File: src/rtl/trigger_unit_multi.sv
// Multi-input ADC trigger: per-channel enable/polarity combined by OR or AND, followed by an
// offset delay and a segmented capture sequencer (retriggered or timer-spaced segments).
module trigger_unit_multi #(
  parameter int NUM_TRIG = 4,
  parameter int OFFSET_W = 32,
  parameter int SEG_W    = 16,
  parameter int LEN_W    = 32
) (
  input  logic                adc_clk,
  input  logic                reset_n,
  input  logic [NUM_TRIG-1:0] trigger_i,
  input  logic [NUM_TRIG-1:0] trig_enable_i,
  input  logic [NUM_TRIG-1:0] trig_level_i,
  input  logic                trig_combine_i,
  input  logic                trigger_wait_i,
  input  logic                trigger_now_i,
  input  logic                arm_i,
  input  logic                armed_and_ready,
  input  logic [OFFSET_W-1:0] trigger_offset_i,
  input  logic [SEG_W-1:0]    num_segments_i,
  input  logic                seg_retrigger_i,
  input  logic [OFFSET_W-1:0] segment_cycles_i,
  input  logic                capture_done_i,
  output logic                arm_o,
  output logic                capture_active_o,
  output logic                capture_go_o,
  output logic [SEG_W-1:0]    seg_count_o,
  output logic [LEN_W-1:0]    trigger_length_o,
  output logic [NUM_TRIG-1:0] trig_status_o
);

  typedef enum logic [3:0] {
    S_IDLE, S_ARMING, S_ARMED, S_TRIG, S_GO,
    S_WAIT_LOW, S_WAIT_HIT, S_SEG_TIMER, S_WAIT_DONE, S_DONE
  } state_t;

  state_t              state;
  logic [NUM_TRIG-1:0] match;
  logic                hit;
  logic [2:0]          now_sync;
  logic                now_pulse;
  logic                arm_q;
  logic                arm_rise;
  logic                abort;
  logic [OFFSET_W-1:0] cnt;
  logic [OFFSET_W-1:0] seg_period;
  logic [SEG_W-1:0]    seg_target;

  assign match = ~(trigger_i ^ trig_level_i);
  // AND mode needs at least one enabled channel, otherwise an empty mask would always hit
  assign hit = trig_combine_i ? ((&(~trig_enable_i | match)) & (|trig_enable_i))
                              : (|(trig_enable_i & match));

  assign now_pulse  = now_sync[1] & ~now_sync[2];
  assign arm_rise   = arm_i & ~arm_q;
  assign abort      = (state != S_IDLE) && (state != S_DONE) && (capture_done_i || !arm_i);
  assign seg_period = (segment_cycles_i == '0) ? OFFSET_W'(1) : segment_cycles_i;
  assign seg_target = (num_segments_i == '0) ? SEG_W'(1) : num_segments_i;

  always_ff @(posedge adc_clk or negedge reset_n) begin
    if (!reset_n) begin
      now_sync <= '0;
      arm_q    <= 1'b0;
    end else begin
      now_sync <= {now_sync[1:0], trigger_now_i};
      arm_q    <= arm_i;
    end
  end

  always_ff @(posedge adc_clk or negedge reset_n) begin
    if (!reset_n) begin
      trigger_length_o <= '0;
    end else if (arm_rise) begin
      trigger_length_o <= '0;
    end else if (hit && (trigger_length_o != '1)) begin
      trigger_length_o <= trigger_length_o + LEN_W'(1);
    end
  end

  // cnt counts offset cycles in TRIG and edges since the last go in GO/SEG_TIMER
  always_ff @(posedge adc_clk or negedge reset_n) begin
    if (!reset_n) begin
      state            <= S_IDLE;
      arm_o            <= 1'b0;
      capture_active_o <= 1'b0;
      capture_go_o     <= 1'b0;
      seg_count_o      <= '0;
      trig_status_o    <= '0;
      cnt              <= '0;
    end else begin
      capture_go_o <= 1'b0;
      if (abort) begin
        arm_o            <= 1'b0;
        capture_active_o <= 1'b0;
        state            <= arm_i ? S_DONE : S_IDLE;
      end else begin
        case (state)
          S_IDLE: begin
            if (arm_rise) begin
              state       <= S_ARMING;
              arm_o       <= 1'b1;
              seg_count_o <= '0;
            end
          end
          S_ARMING: begin
            if (now_pulse) begin
              state            <= S_TRIG;
              cnt              <= '0;
              arm_o            <= 1'b0;
              capture_active_o <= 1'b1;
              trig_status_o    <= match;
            end else if (armed_and_ready && (!hit || !trigger_wait_i)) begin
              state <= S_ARMED;
            end
          end
          S_ARMED: begin
            if (hit || now_pulse) begin
              state            <= S_TRIG;
              cnt              <= '0;
              arm_o            <= 1'b0;
              capture_active_o <= 1'b1;
              trig_status_o    <= match;
            end
          end
          S_TRIG: begin
            if (cnt >= trigger_offset_i) begin
              state        <= S_GO;
              capture_go_o <= 1'b1;
              seg_count_o  <= seg_count_o + SEG_W'(1);
              cnt          <= '0;
            end else begin
              cnt <= cnt + OFFSET_W'(1);
            end
          end
          S_GO, S_SEG_TIMER: begin
            if ((state == S_GO) && (seg_count_o >= seg_target)) begin
              state <= S_WAIT_DONE;
            end else if ((state == S_GO) && seg_retrigger_i) begin
              state <= S_WAIT_LOW;
            end else if (cnt >= seg_period - OFFSET_W'(1)) begin
              state        <= S_GO;
              capture_go_o <= 1'b1;
              seg_count_o  <= seg_count_o + SEG_W'(1);
              cnt          <= '0;
            end else begin
              state <= S_SEG_TIMER;
              cnt   <= cnt + OFFSET_W'(1);
            end
          end
          S_WAIT_LOW: begin
            if (!hit) state <= S_WAIT_HIT;
          end
          S_WAIT_HIT: begin
            if (hit || now_pulse) begin
              state <= S_TRIG;
              cnt   <= '0;
            end
          end
          S_WAIT_DONE: state <= S_WAIT_DONE;
          S_DONE: begin
            if (!arm_i) state <= S_IDLE;
          end
          default: state <= S_IDLE;
        endcase
      end
    end
  end

endmodule

File: config.mk
export PLATFORM = sky130hd
export DESIGN_NAME = trigger_unit_multi
export DESIGN_NICKNAME = d
export VERILOG_FILES = /design/src/rtl/trigger_unit_multi.sv
export SDC_FILE = /design/constraint.sdc
export NUM_CORES = 1
export LEC_CHECK = 0
export CELL_PAD_IN_SITES_DETAIL_PLACEMENT = 2
export CELL_PAD_IN_SITES_GLOBAL_PLACEMENT = 2
export CORE_ASPECT_RATIO = 0.9
export CORE_MARGIN = 1.5
export CORE_UTILIZATION = 33
export CTS_CLUSTER_SIZE = 25
export DETAILED_ROUTE_END_ITERATION = 16
export PLACE_DENSITY_LB_ADDON = 0.1
export SYNTH_ARGS = -nofsm -noshare
export SYNTH_HDL_FRONTEND = slang
export SYNTH_SLANG_ARGS = --single-unit
File: constraint.sdc
create_clock -name adc_clk -period 4.5 [get_ports adc_clk]
set_input_delay 0.9 -clock adc_clk [delete_from_list [all_inputs] [get_ports adc_clk]]
set_output_delay 0.9 -clock adc_clk [all_outputs]
set_load 0.05 [all_outputs]
==> summary by stage <==
Timing
The final count of pins violating max slew is 0. Once routing completed, OpenROAD measured the worst setup slack at -1070 ps. The final hold slack is between 300 and 400 ps. Counting I/O delays and the setup requirement, the final critical path takes 5570 ps.

Setup violations remaining at the end of the flow were counted as approximately 50. After layout, the worst path uses 124% of the clock period. The worst-case headroom to the max-slew limit is about 46%. Between clock sinks in the finished design, the worst skew comes to around 16 ps. The top achievable clock speed is between 150 and 200 MHz.

Setup repair after global routing could not meet its margin everywhere. The transition time of the tightest slew-check pin is around 800 ps. The number of hold violations in the final report was 0.

Worst setup path
The destination of the critical timing path is seg_count_o[9]$_DFFE_PN0P_. The sort of element at the end of the critical path is a register. Among all stages on the critical path, the largest delay is contributed by sky130_fd_sc_hd__or4_4. The category of cells accounting for the largest share of critical-path delay is simple AND/OR/NAND/NOR gates.

Counting both buffers and inverters, the worst setup path holds a total of 4. The worst register-to-register path has a depth of 8. The launching element type of the critical path is an input pin. In this design, the stage delay of the slowest critical-path cell is about 530 ps. The origin of the worst setup path is segment_cycles_i[26]. The instance count on the critical path is 21.

In this run the worst path has a maximum fanout of 4. Across all register-to-register paths, the minimum setup slack is just under 1000 ps. The critical path data arrival time is 5850 ps. The type of the worst setup path is input pin to register.

The launch point of the worst reg-to-reg path is cnt[2]$_DFFE_PN0P_. The signal on the critical path passes through buf_6 -> or4_4 -> or2_4 -> or4_4 -> nor3_4 -> a31oi_4 -> ha_4 -> buf_12 -> nand2_8 -> buf_6 -> nor2_4 -> xnor2_2 -> ha_1 -> buf_4 -> nand4_1 -> a2111oi_4 -> o41a_1 -> nor3_4 -> or2_4 -> or4b_4 -> a21oi_2. The terminus of the critical flop-to-flop path is cnt[31]$_DFFE_PN0P_. The data required time at the worst endpoint is approximately 4800 ps.

GRT
The first global-routing pass estimated 50000 µm of wire. Global routing consumed, over all layers together, 26.2% of the routing resources. Entering global routing, the biggest net connects 37 pins. The via count of the first global-routing pass came to slightly above 9000. The number of antenna violations at the first check in global routing came to 0. For this run the aggregate overflow at the end of global routing stands at 0.

Floorplan
The die is between 100 and 150 µm tall. The boundary pin count is between 150 and 200. The floorplan step defined a die boundary enclosing around 24000 µm². The die is 164 µm wide. The starting utilization of the core area is 34.0%. The floorplan has 52 rows. The core box area is approximately 23000 µm².

Hold path
The tightest min-delay check is of the register to register type. The worst hold path passes through 0 cells.

Placement
The HPWL after detailed placement is around 22000 µm. Input and output buffers added on the ports amount to 155. OpenSTA, run right after detailed placement, puts the worst setup slack at -1620 ps.

Including well taps, the total number of placed cells is approximately 1400. At the end of routability-driven placement, the weighted congestion stood at about 0.83.

Drt
After the first detailed-routing iteration, the DRC count stood at 444. After detailed routing, the number of vias per cell comes to approximately 5.7. After detailed routing, no signal wire sits above met4. The count of nets left with antenna violations once routing finished came out at 0. The routed length on met2 is about 17000 µm.

Detailed routing inserted a total of 8424 vias. After detailed routing, the met3 layer carries 1120 µm of wire. The detailed router put a total of 14500 µm of wire on met1.

Summed over all layers, the routed wires come to about 34000 µm. The number of search-and-repair iterations in the first detailed-routing pass is 5. The number of remaining DRC errors is 0. After detailed routing, the average wire length per cell comes to between 20 and 25 µm.

Clock tree
The CTS tree is built. The number of levels the H-tree was split into is 3. The number of buffers created by CTS is 9. The clock reaches the later pin of the worst-skew pair after between 300 and 400 ps. The largest buffer count on any clock path is 2. The cell at the root of the clock tree is sky130_fd_sc_hd__clkbuf_16. After clock tree synthesis, the flow added hold-fix buffers numbering 0.

Clock-pin slew was measured on the worst setup and hold paths at about 80 ps. For this design, the sink count on the clock tree is 95.

Synthesis
During synthesis, Yosys emitted a total of 0 warnings. The number of distinct standard cells referenced by the synthesized netlist is between 60 and 70. The cell area that synthesis handed to floorplanning was about 7700 µm².

Counting every net in the synthesized netlist gives between 1000 and 1500. In the synthesized netlist the dominant register cell turns out to be sky130_fd_sc_hd__dfrtp_1. Synthesis inferred 95 register bits. Each instance of the synthesized netlist takes up on average 8.27 µm². The portion of the post-synthesis area used by sequential elements is between 30% and 40%.

Yosys mapped a number of flops with a built-in enable equal to 0. The post-synthesis cell count is around 940. In the synthesized netlist the async set-or-reset flop fraction comes to 100%.

Finish
Cells with a size suffix above 1 make up 19.2% of the layout. The number of nets in the layout is around 1400. The utilization after layout is ~50%. The final non-filler cell total is roughly 1500. The area growth from synthesis to layout is 47.1%. The number of antenna repair diodes is 0.

Run
The tool flagged a number of max-cap violations equal to 0.

Power and ir drop
For this design the static power due to leakage is just under 5 nW. The worst-case IR drop observed on VDD is about 210 µV. The power density over the cells is 298 nW/µm². Summing internal, switching and leakage power gives ~3.4 mW.

Outcome
The final reports fail on setup timing. The flow ran to the end, but the final reports show violations.
-- stage by stage --
step | area, µm² | TNS, ps
2_1_floorplan | 7880 | -33300
3_3_place_gp | 10300 | -64540
3_5_place_dp | 10300 | -76620
4_1_cts | 11200 | -28580
5_1_grt | 11400 | -52180
6_report | 11400 | -48340
-- cells in the final DEF, fill, tap and decap left out, types with 8 or more instances in the layout --
cell type,Yosys,layout
sky130_fd_sc_hd__clkdlybuf4s50_1,0,140
sky130_fd_sc_hd__dfrtp_1,95,95
sky130_fd_sc_hd__nor2_1,101,91
sky130_fd_sc_hd__nand2_1,95,90
sky130_fd_sc_hd__buf_4,0,85
sky130_fd_sc_hd__ha_1,84,81
sky130_fd_sc_hd__inv_1,70,70
sky130_fd_sc_hd__xnor2_1,52,49
sky130_fd_sc_hd__nor3_1,44,37
sky130_fd_sc_hd__o21ai_0,38,31
sky130_fd_sc_hd__a21oi_1,43,30
sky130_fd_sc_hd__nand3_1,36,30
sky130_fd_sc_hd__nand4_1,28,28
sky130_fd_sc_hd__buf_6,1,16
sky130_fd_sc_hd__nor4_1,19,14
sky130_fd_sc_hd__xor2_1,14,13
sky130_fd_sc_hd__a21oi_2,0,13
sky130_fd_sc_hd__or3_1,11,11
sky130_fd_sc_hd__a211oi_1,11,11
sky130_fd_sc_hd__a221o_1,11,11
sky130_fd_sc_hd__and3_1,11,11
sky130_fd_sc_hd__nand2b_1,10,10
sky130_fd_sc_hd__a21o_1,10,10
sky130_fd_sc_hd__clkbuf_16,0,10
sky130_fd_sc_hd__mux2i_1,9,9
sky130_fd_sc_hd__o21ai_2,0,8
-- layer usage --
metal	vias to the layer above	GRT usage, %
met2	224	46.2
met5	-	0
met4	0	6.22
li1	3867	-
met1	4274	33.7
met3	59	3.76
-- worst min path at each step --
stage,from,end,slack [ps]
6_report,now_sync[0]$_DFF_PN0_,now_sync[1]$_DFF_PN0_,370
5_1_grt,now_sync[0]$_DFF_PN0_,now_sync[1]$_DFF_PN0_,390
4_1_cts,now_sync[0]$_DFF_PN0_,now_sync[1]$_DFF_PN0_,370
2_1_floorplan,now_sync[0]$_DFF_PN0_,now_sync[1]$_DFF_PN0_,330
3_5_place_dp,now_sync[0]$_DFF_PN0_,now_sync[1]$_DFF_PN0_,350
3_3_place_gp,now_sync[0]$_DFF_PN0_,now_sync[1]$_DFF_PN0_,340
-- cell usage after synthesis, types with 4 or more instances --
cell type	count	area, µm²
sky130_fd_sc_hd__o21a_1	5	37.5
sky130_fd_sc_hd__o21bai_1	4	30.0
sky130_fd_sc_hd__a21oi_1	43	215
sky130_fd_sc_hd__nand2_1	95	357
sky130_fd_sc_hd__o22ai_1	5	31.3
sky130_fd_sc_hd__dfrtp_1	95	2380
sky130_fd_sc_hd__a211o_1	7	61.3
sky130_fd_sc_hd__nand3_1	36	180
sky130_fd_sc_hd__xnor2_1	52	455
sky130_fd_sc_hd__nor4_1	19	119
sky130_fd_sc_hd__a211oi_1	11	82.6
sky130_fd_sc_hd__mux2i_1	9	90.1
sky130_fd_sc_hd__mux2_2	4	45.0
sky130_fd_sc_hd__or3_1	11	68.8
sky130_fd_sc_hd__nor3_1	44	220
sky130_fd_sc_hd__a221o_1	11	110
sky130_fd_sc_hd__xor2_1	14	123
sky130_fd_sc_hd__nor2b_1	9	56.3
sky130_fd_sc_hd__and2_1	6	37.5
sky130_fd_sc_hd__and3_1	11	68.8
sky130_fd_sc_hd__a21o_1	10	75.1
sky130_fd_sc_hd__nand4_1	28	175
sky130_fd_sc_hd__ha_1	84	1050
sky130_fd_sc_hd__nor2_1	101	379
sky130_fd_sc_hd__clkbuf_1	18	67.6
sky130_fd_sc_hd__buf_2	6	30.0
sky130_fd_sc_hd__or4_1	9	67.6
sky130_fd_sc_hd__and4_1	5	43.8
sky130_fd_sc_hd__o21ai_0	38	190
sky130_fd_sc_hd__o31ai_1	4	30.0
sky130_fd_sc_hd__inv_1	70	263
sky130_fd_sc_hd__o211ai_1	6	45.0
sky130_fd_sc_hd__nand2b_1	10	62.6
-- timing repair --
action                                  CTS  global route
pin swaps                                80            38
resized for setup                       114            30
hold endpoints to repair                  0             0
endpoints found under the setup margin   51            51
setup buffers                            15             8
gates cloned                              1             1
-- final cells by class --
cell class                 instances  area (µm²)
multi-input combinational        746        5610
clock inverter                     7         103
clock buffer                       9         225
inverter                          70         263
timing repair buffer             258        2430
fill                            2480       11400
tap                              297         372
sequential                        95        2380
-- logic make-up after synthesis --
group / count (synthesis) / synth area share [%]
XOR/XNOR: 66 / 7.47
AND/OR/NAND/NOR: 404 / 26.0
AO/OA/AOI/OAI: 179 / 15.7
multiplexers: 13 / 1.75
flip-flops: 95 / 30.7
adder cells (fa/ha/maj): 84 / 13.6
buffers and inverters: 95 / 4.80
-- flip-flops by register name, summed over array words and instances, names as in the netlist --
register and cells:
arm_o 1, arm_q 1, capture_active_o 1, capture_go_o 1
cnt 32, now_sync 3, seg_count_o 16, state 4
trig_status_o 4, trigger_length_o 32
-- power breakdown --
part | internal, mW | total (mW) | switching (mW)
clock network | 0.498 | 0.895 | 0.398
registers | 0.925 | 1.04 | 0.115
logic | 0.587 | 1.45 | 0.868
total | 2.01 | 3.39 | 1.38
-- worst reg2reg max path: stages, from the launching register on --
cell and delay (ps):
sky130_fd_sc_hd__dfrtp_1 570, sky130_fd_sc_hd__nand3_1 300, sky130_fd_sc_hd__nor3_1 720, sky130_fd_sc_hd__nand2_1 320
sky130_fd_sc_hd__or4_1 600, sky130_fd_sc_hd__nor3_1 320, sky130_fd_sc_hd__nand3_1 160, sky130_fd_sc_hd__or3_1 370
sky130_fd_sc_hd__o211ai_1 90
No activity file was read; power rests on OpenSTA's default activity.
==> patch 1 (same flow settings) <==
Re-encode `state_t` (10 states) as Gray code, 4 bits wide.
--- a/src/rtl/trigger_unit_multi.sv
+++ b/src/rtl/trigger_unit_multi.sv
@@ -30,8 +30,8 @@
 );
 
   typedef enum logic [3:0] {
-    S_IDLE, S_ARMING, S_ARMED, S_TRIG, S_GO,
-    S_WAIT_LOW, S_WAIT_HIT, S_SEG_TIMER, S_WAIT_DONE, S_DONE
+    S_IDLE = 4'b0000, S_ARMING = 4'b0001, S_ARMED = 4'b0011, S_TRIG = 4'b0010, S_GO = 4'b0110,
+    S_WAIT_LOW = 4'b0111, S_WAIT_HIT = 4'b0101, S_SEG_TIMER = 4'b0100, S_WAIT_DONE = 4'b1100, S_DONE = 4'b1101
   } state_t;
 
   state_t              state;
Behaviour: same outputs for any inputs over 4 cycles, from zero or initial values and one cycle with reset_n low; so few cycles prove little.
==> patch 1 against the unedited design <==
- the run still ends with setup timing left
- setup slack better by 250 ps
- power up 3.3%
- wire length increased by 4.7%
- largest power group unchanged
- sequential cell count did not move
- critical endpoint is now seg_count_o[10]$_DFFE_PN0P_
- synthesized area barely moved
- clock power down 7.7%
- critical path depth increased by 1
- critical path type unchanged
- design area is 0.69% lower
==> patch 1: results (changes against the unedited design) <==
stage;metric;value;unit;change
status;outcome;complete, but fails checks;;unchanged
status;violated checks;setup timing;;unchanged
clocking;deepest clock path buffer count;2;;unchanged
global_route;pin count of the biggest net entering global routing;74;;was 37
detailed_routing;WL/cell;23.76;um;was 22.87 um
sta;final worst slack;-817.5;ps;was -1066 ps
setup_path;Critical Path Start;segment_cycles_i[12];;was segment_cycles_i[26]
sta;normalized max-slew margin;31.56;%;was 46.27%
setup_path;worst setup path endpoint;seg_count_o[10]$_DFFE_PN0P_;;was seg_count_o[9]$_DFFE_PN0P_
detailed_routing;via count;8556;;was 8424
synth;post-synth top area share;30.73;%;was 30.72%
sta;Setup TNS;-34280;ps;was -48340 ps
global_route;GRT Overall Usage;25.81;%;was 26.21%
final_layout;fillcell total;2455;;was 2480
synth;list of most frequent post-synthesis cells;dfrtp_1, nor2_1, nand2_1;;was nor2_1, dfrtp_1, nand2_1
placed_design;Area after DPL;10260;um2;was 10310 um2
setup_path;CP arrival;5600;ps;was 5850 ps
setup_path;Worst R2R End;state[1]$_DFFE_PN0P_;;was cnt[31]$_DFFE_PN0P_
setup_path;slowest cell delay on critical path;490;ps;was 530 ps
detailed_routing;DRT Pass-1 Iters;4;;was 5
placed_design;GP Congestion;0.7788;;was 0.8323
global_route;global-route wire length before repair;49390;um;was 49980 um
synth;syn nets;1122;;was 1121
synth;post-synth cell types;62;;was 65
synth;sequential area share after synthesis;30.73;%;was 30.72%
setup_path;r2r worst-path depth;13;;was 8
power;highest ir drop seen on vdd;0.1837;mV;was 0.2090 mV
sta;Setup Viol. Count Final;50;;was 51
setup_path;CP max FO;5;;was 4
placed_design;Post-DP HPWL;21970;um;was 22040 um
synth;Synth area leaders;dfrtp_1, ha_1, xnor2_1, nor2_1, nand2_1;;unchanged
setup_path;Reg2Reg Setup Slack;500;ps;was 990 ps
setup_path;Reg-to-Reg Start;cnt[0]$_DFFE_PN0P_;;was cnt[2]$_DFFE_PN0P_
detailed_routing;initial DRC count;395;;was 444
final_layout;layout cells sized above 1;19.82;%;was 19.24%
final_layout;Final #Nets;1376;;was 1365
final_layout;ANT cells;0;;unchanged
global_route;vias in the first global route;9140;;was 9069
sta;clock skew;12.76;ps;was 15.61 ps
clocking;worst skew pair latency;360;ps;about the same
power;leak pwr;0.005104;uW;was 0.004920 uW
-- patch 1: layer usage --
metal	GRT usage (%)	up-vias	routed length, um
met5	0	-	0
met4	6.486	0	1160
met3	2.844	98	1268
met2	45.99	248	18160
met1	33.15	4319	14890
li1	-	3891	-
-- patch 1: worst min path at each step --
stage,endpoint,slack (ps),from,cells after the start
floorplan,now_sync[1]$_DFF_PN0_,330,now_sync[0]$_DFF_PN0_,0
global placement,now_sync[1]$_DFF_PN0_,330,now_sync[0]$_DFF_PN0_,0
detailed placement,now_sync[1]$_DFF_PN0_,340,now_sync[0]$_DFF_PN0_,0
CTS,now_sync[1]$_DFF_PN0_,360,now_sync[0]$_DFF_PN0_,0
global route,now_sync[1]$_DFF_PN0_,370,now_sync[0]$_DFF_PN0_,0
finish,now_sync[1]$_DFF_PN0_,360,now_sync[0]$_DFF_PN0_,0
-- patch 1: what timing repair did --
action                                  4_1_cts  5_1_grt
setup buffers                                19       12
pin swaps                                    48       43
gates resized for setup                     113       81
endpoints found under the setup margin       50       50
cloned                                        2        1
-- patch 1: area by class of cell --
class / instances / area, um2 / area share [%]
Clock inverter: 7 / 80.08 / 0.7084
Clock buffer: 9 / 225.2 / 1.992
Multi-Input combinational cell: 734 / 5466 / 48.36
Sequential cell: 95 / 2377 / 21.03
Tap cell: 297 / 371.6 / 3.288
Timing Repair Buffer: 272 / 2486 / 21.99
Inverter: 79 / 296.5 / 2.623
-- patch 1: logic make-up after synthesis --
logic type / synth area share, %
compound gates: 14.14
simple gates: 25.91
mux: 1.407
fa+ha+maj: 13.72
flops: 30.73
buf+inv: 5.484
xor+xnor: 8.606
-- patch 1: per-stage QoR --
stage / instances / setup WS (ps)
detailed placement: 1447 / -1602
finish: 1493 / -817.5
global route: 1493 / -978.6
floorplan: 937 / -614.9
global placement: 1447 / -1349
CTS: 1483 / -767.1
-- patch 1: where the power goes --
part           internal (uW)  switching, uW  leakage (uW)
Combinational            681            943       0.00366
Sequential               919            133       0.00130
Clock                    438            388      0.000143
==> patch 2 (same flow settings) <==
Made on the original files. Change the parameter `OFFSET_W` from 32 to 16.
--- a/src/rtl/trigger_unit_multi.sv
+++ b/src/rtl/trigger_unit_multi.sv
@@ -2,7 +2,7 @@
 // offset delay and a segmented capture sequencer (retriggered or timer-spaced segments).
 module trigger_unit_multi #(
   parameter int NUM_TRIG = 4,
-  parameter int OFFSET_W = 32,
+  parameter int OFFSET_W = 16,
   parameter int SEG_W    = 16,
   parameter int LEN_W    = 32
 ) (
Ports: changed (resized segment_cycles_i and trigger_offset_i); port bits go from 156 to 124. No check against the original RTL was run, so the function may have changed too.
==> patch 2 against the unedited design <==
- the flow still finishes with violations (setup timing)
- synthesized area down 26%
- sequential cell count down 16
- register-to-register slack gained 390 ps
- setup slack improved by 710 ps
- count of clock-buffer cells in the layout up 2
- final cell count down 26%
- design area shrank 26%
- synthesized cell count is 28% lower
- fmax grew 15%
- power decreased by 19%
- wire length down 31%
- sequential power down 14%
- via count fell by 31%
- critical endpoint is now seg_count_o[7]$_DFFE_PN0P_
- largest cell class unchanged
==> patch 2: results (changes against the unedited design) <==
stage;metric;value;unit;change
sta;Setup TNS;-5101;ps;was -48340 ps
setup_path;Reg-to-Reg Start;seg_count_o[0]$_DFFE_PN0P_;;was cnt[2]$_DFFE_PN0P_
sta;Setup Viol. Count Final;32;;was 51
placed_design;I/O Buffers;123;;was 155
setup_path;Critical Path Start;segment_cycles_i[11];;was segment_cycles_i[26]
power;leak pwr;0.003739;uW;was 0.004920 uW
detailed_routing;initial DRC count;211;;was 444
power;highest ir drop seen on vdd;0.2162;mV;was 0.2090 mV
setup_path;worst setup path endpoint;seg_count_o[7]$_DFFE_PN0P_;;was seg_count_o[9]$_DFFE_PN0P_
final_layout;fillcell total;1781;;was 2480
synth;syn nets;792;;was 1121
power;Sequential Power Share;32.5;%;was 30.7%
final_layout;Layout Cells excl Fill;1092;;was 1482
global_route;vias in the first global route;6472;;was 9069
synth;Synth area leaders;dfrtp_1, ha_1, xnor2_1, nor2_1, o21ai_1;;was dfrtp_1, ha_1, xnor2_1, nor2_1, nand2_1
placed_design;Post-DP HPWL;15420;um;was 22040 um
placed_design;DP Cell Count;1044;;was 1446
clocking;postcts setup bufs;25;;was 15
detailed_routing;vias per inst;5.354;;was 5.684
final_layout;layout cells sized above 1;17.27;%;was 19.24%
global_route;met3 usage;3.175;%;was 3.765%
sta;final worst slack;-358.9;ps;was -1066 ps
synth;sequential area share after synthesis;34.36;%;was 30.72%
final_layout;Top Registers;trigger_length_o: 32 flops, cnt: 16 flops, seg_count_o: 16 flops;;was cnt: 32 flops, trigger_length_o: 32 flops, seg_count_o: 16 flops
power;power share of the clock group;27.1;%;was 26.4%
global_route;pin count of the biggest net entering global routing;80;;was 37
setup_path;r2r worst-path depth;10;;was 8
placed_design;Setup WS pre-CTS;-969.4;ps;was -1622 ps
power;sw frac;41.67;%;was 40.71%
sta;clock skew;5.172;ps;was 15.61 ps
detailed_routing;wire length on met2;12390;um;was 17430 um
setup_path;slowest cell delay on critical path;550;ps;was 530 ps
setup_path;CP top delay family;buffers and inverters;;was simple AND/OR/NAND/NOR gates
detailed_routing;met3 routed WL;523;um;was 1124 um
placed_design;GP Congestion;0.8401;;was 0.8323
detailed_routing;Met1 Wirelength;9639;um;was 14510 um
synth;post-synth cell types;62;;was 65
sta;hold_ws;355.8;ps;was 374.1 ps
detailed_routing;wirelength, routed;23220;um;was 33890 um
setup_path;Worst R2R End;seg_count_o[6]$_DFFE_PN0P_;;was cnt[31]$_DFFE_PN0P_
synth;list of most frequent post-synthesis cells;dfrtp_1, nor2_1, ha_1;;was nor2_1, dfrtp_1, nand2_1
setup_path;Reg2Reg Setup Slack;1380;ps;was 990 ps
placed_design;Area after DPL;7487;um2;was 10310 um2
sta;Least-Margin Pin Slew;1098;ps;was 799.8 ps
status;outcome;complete, but fails checks;;unchanged
power;Internal Dissipation;1597;uW;was 2010 uW
status;violated checks;setup timing;;unchanged
global_route;GRT Overall Usage;24.89;%;was 26.21%
global_route;met2 usage;45.82;%;was 46.16%
global_route;global-route wire length before repair;35160;um;was 49980 um
final_layout;Final #Nets;973;;was 1365
synth;post-synthesis area per instance;8.576;um2;was 8.266 um2
==> patch 2: changes by cell type after synthesis, moves of 14 or more <==
cell,delta
o21ai_0,-25
nor2_1,-27
o21ai_1,+34
nand2b_1,+14
ha_1,-32
inv_1,-21
nand2_1,-48
xnor2_1,-20
dfrtp_1,-16
nor3_1,-28
==> patch 2: logic make-up after synthesis <==
logic type	after synthesis	share of synthesized area (%)
adder cells (fa/ha/maj)	52	11.31
flip-flops	79	34.36
AO/OA/AOI/OAI	137	15.57
multiplexers	12	2.174
buffers and inverters	67	4.566
XOR/XNOR	51	7.763
AND/OR/NAND/NOR	273	24.27
==> patch 2: cell type report <==
type | count | area (um2) | share of cell area (%)
clock buffer | 11 | 252.7 | 3.010
clock inverter | 5 | 38.79 | 0.4619
inverter | 50 | 187.7 | 2.235
multi-input combinational | 525 | 3895 | 46.38
sequential | 79 | 1977 | 23.54
tap | 235 | 294.0 | 3.501
timing repair buffer | 187 | 1753 | 20.87
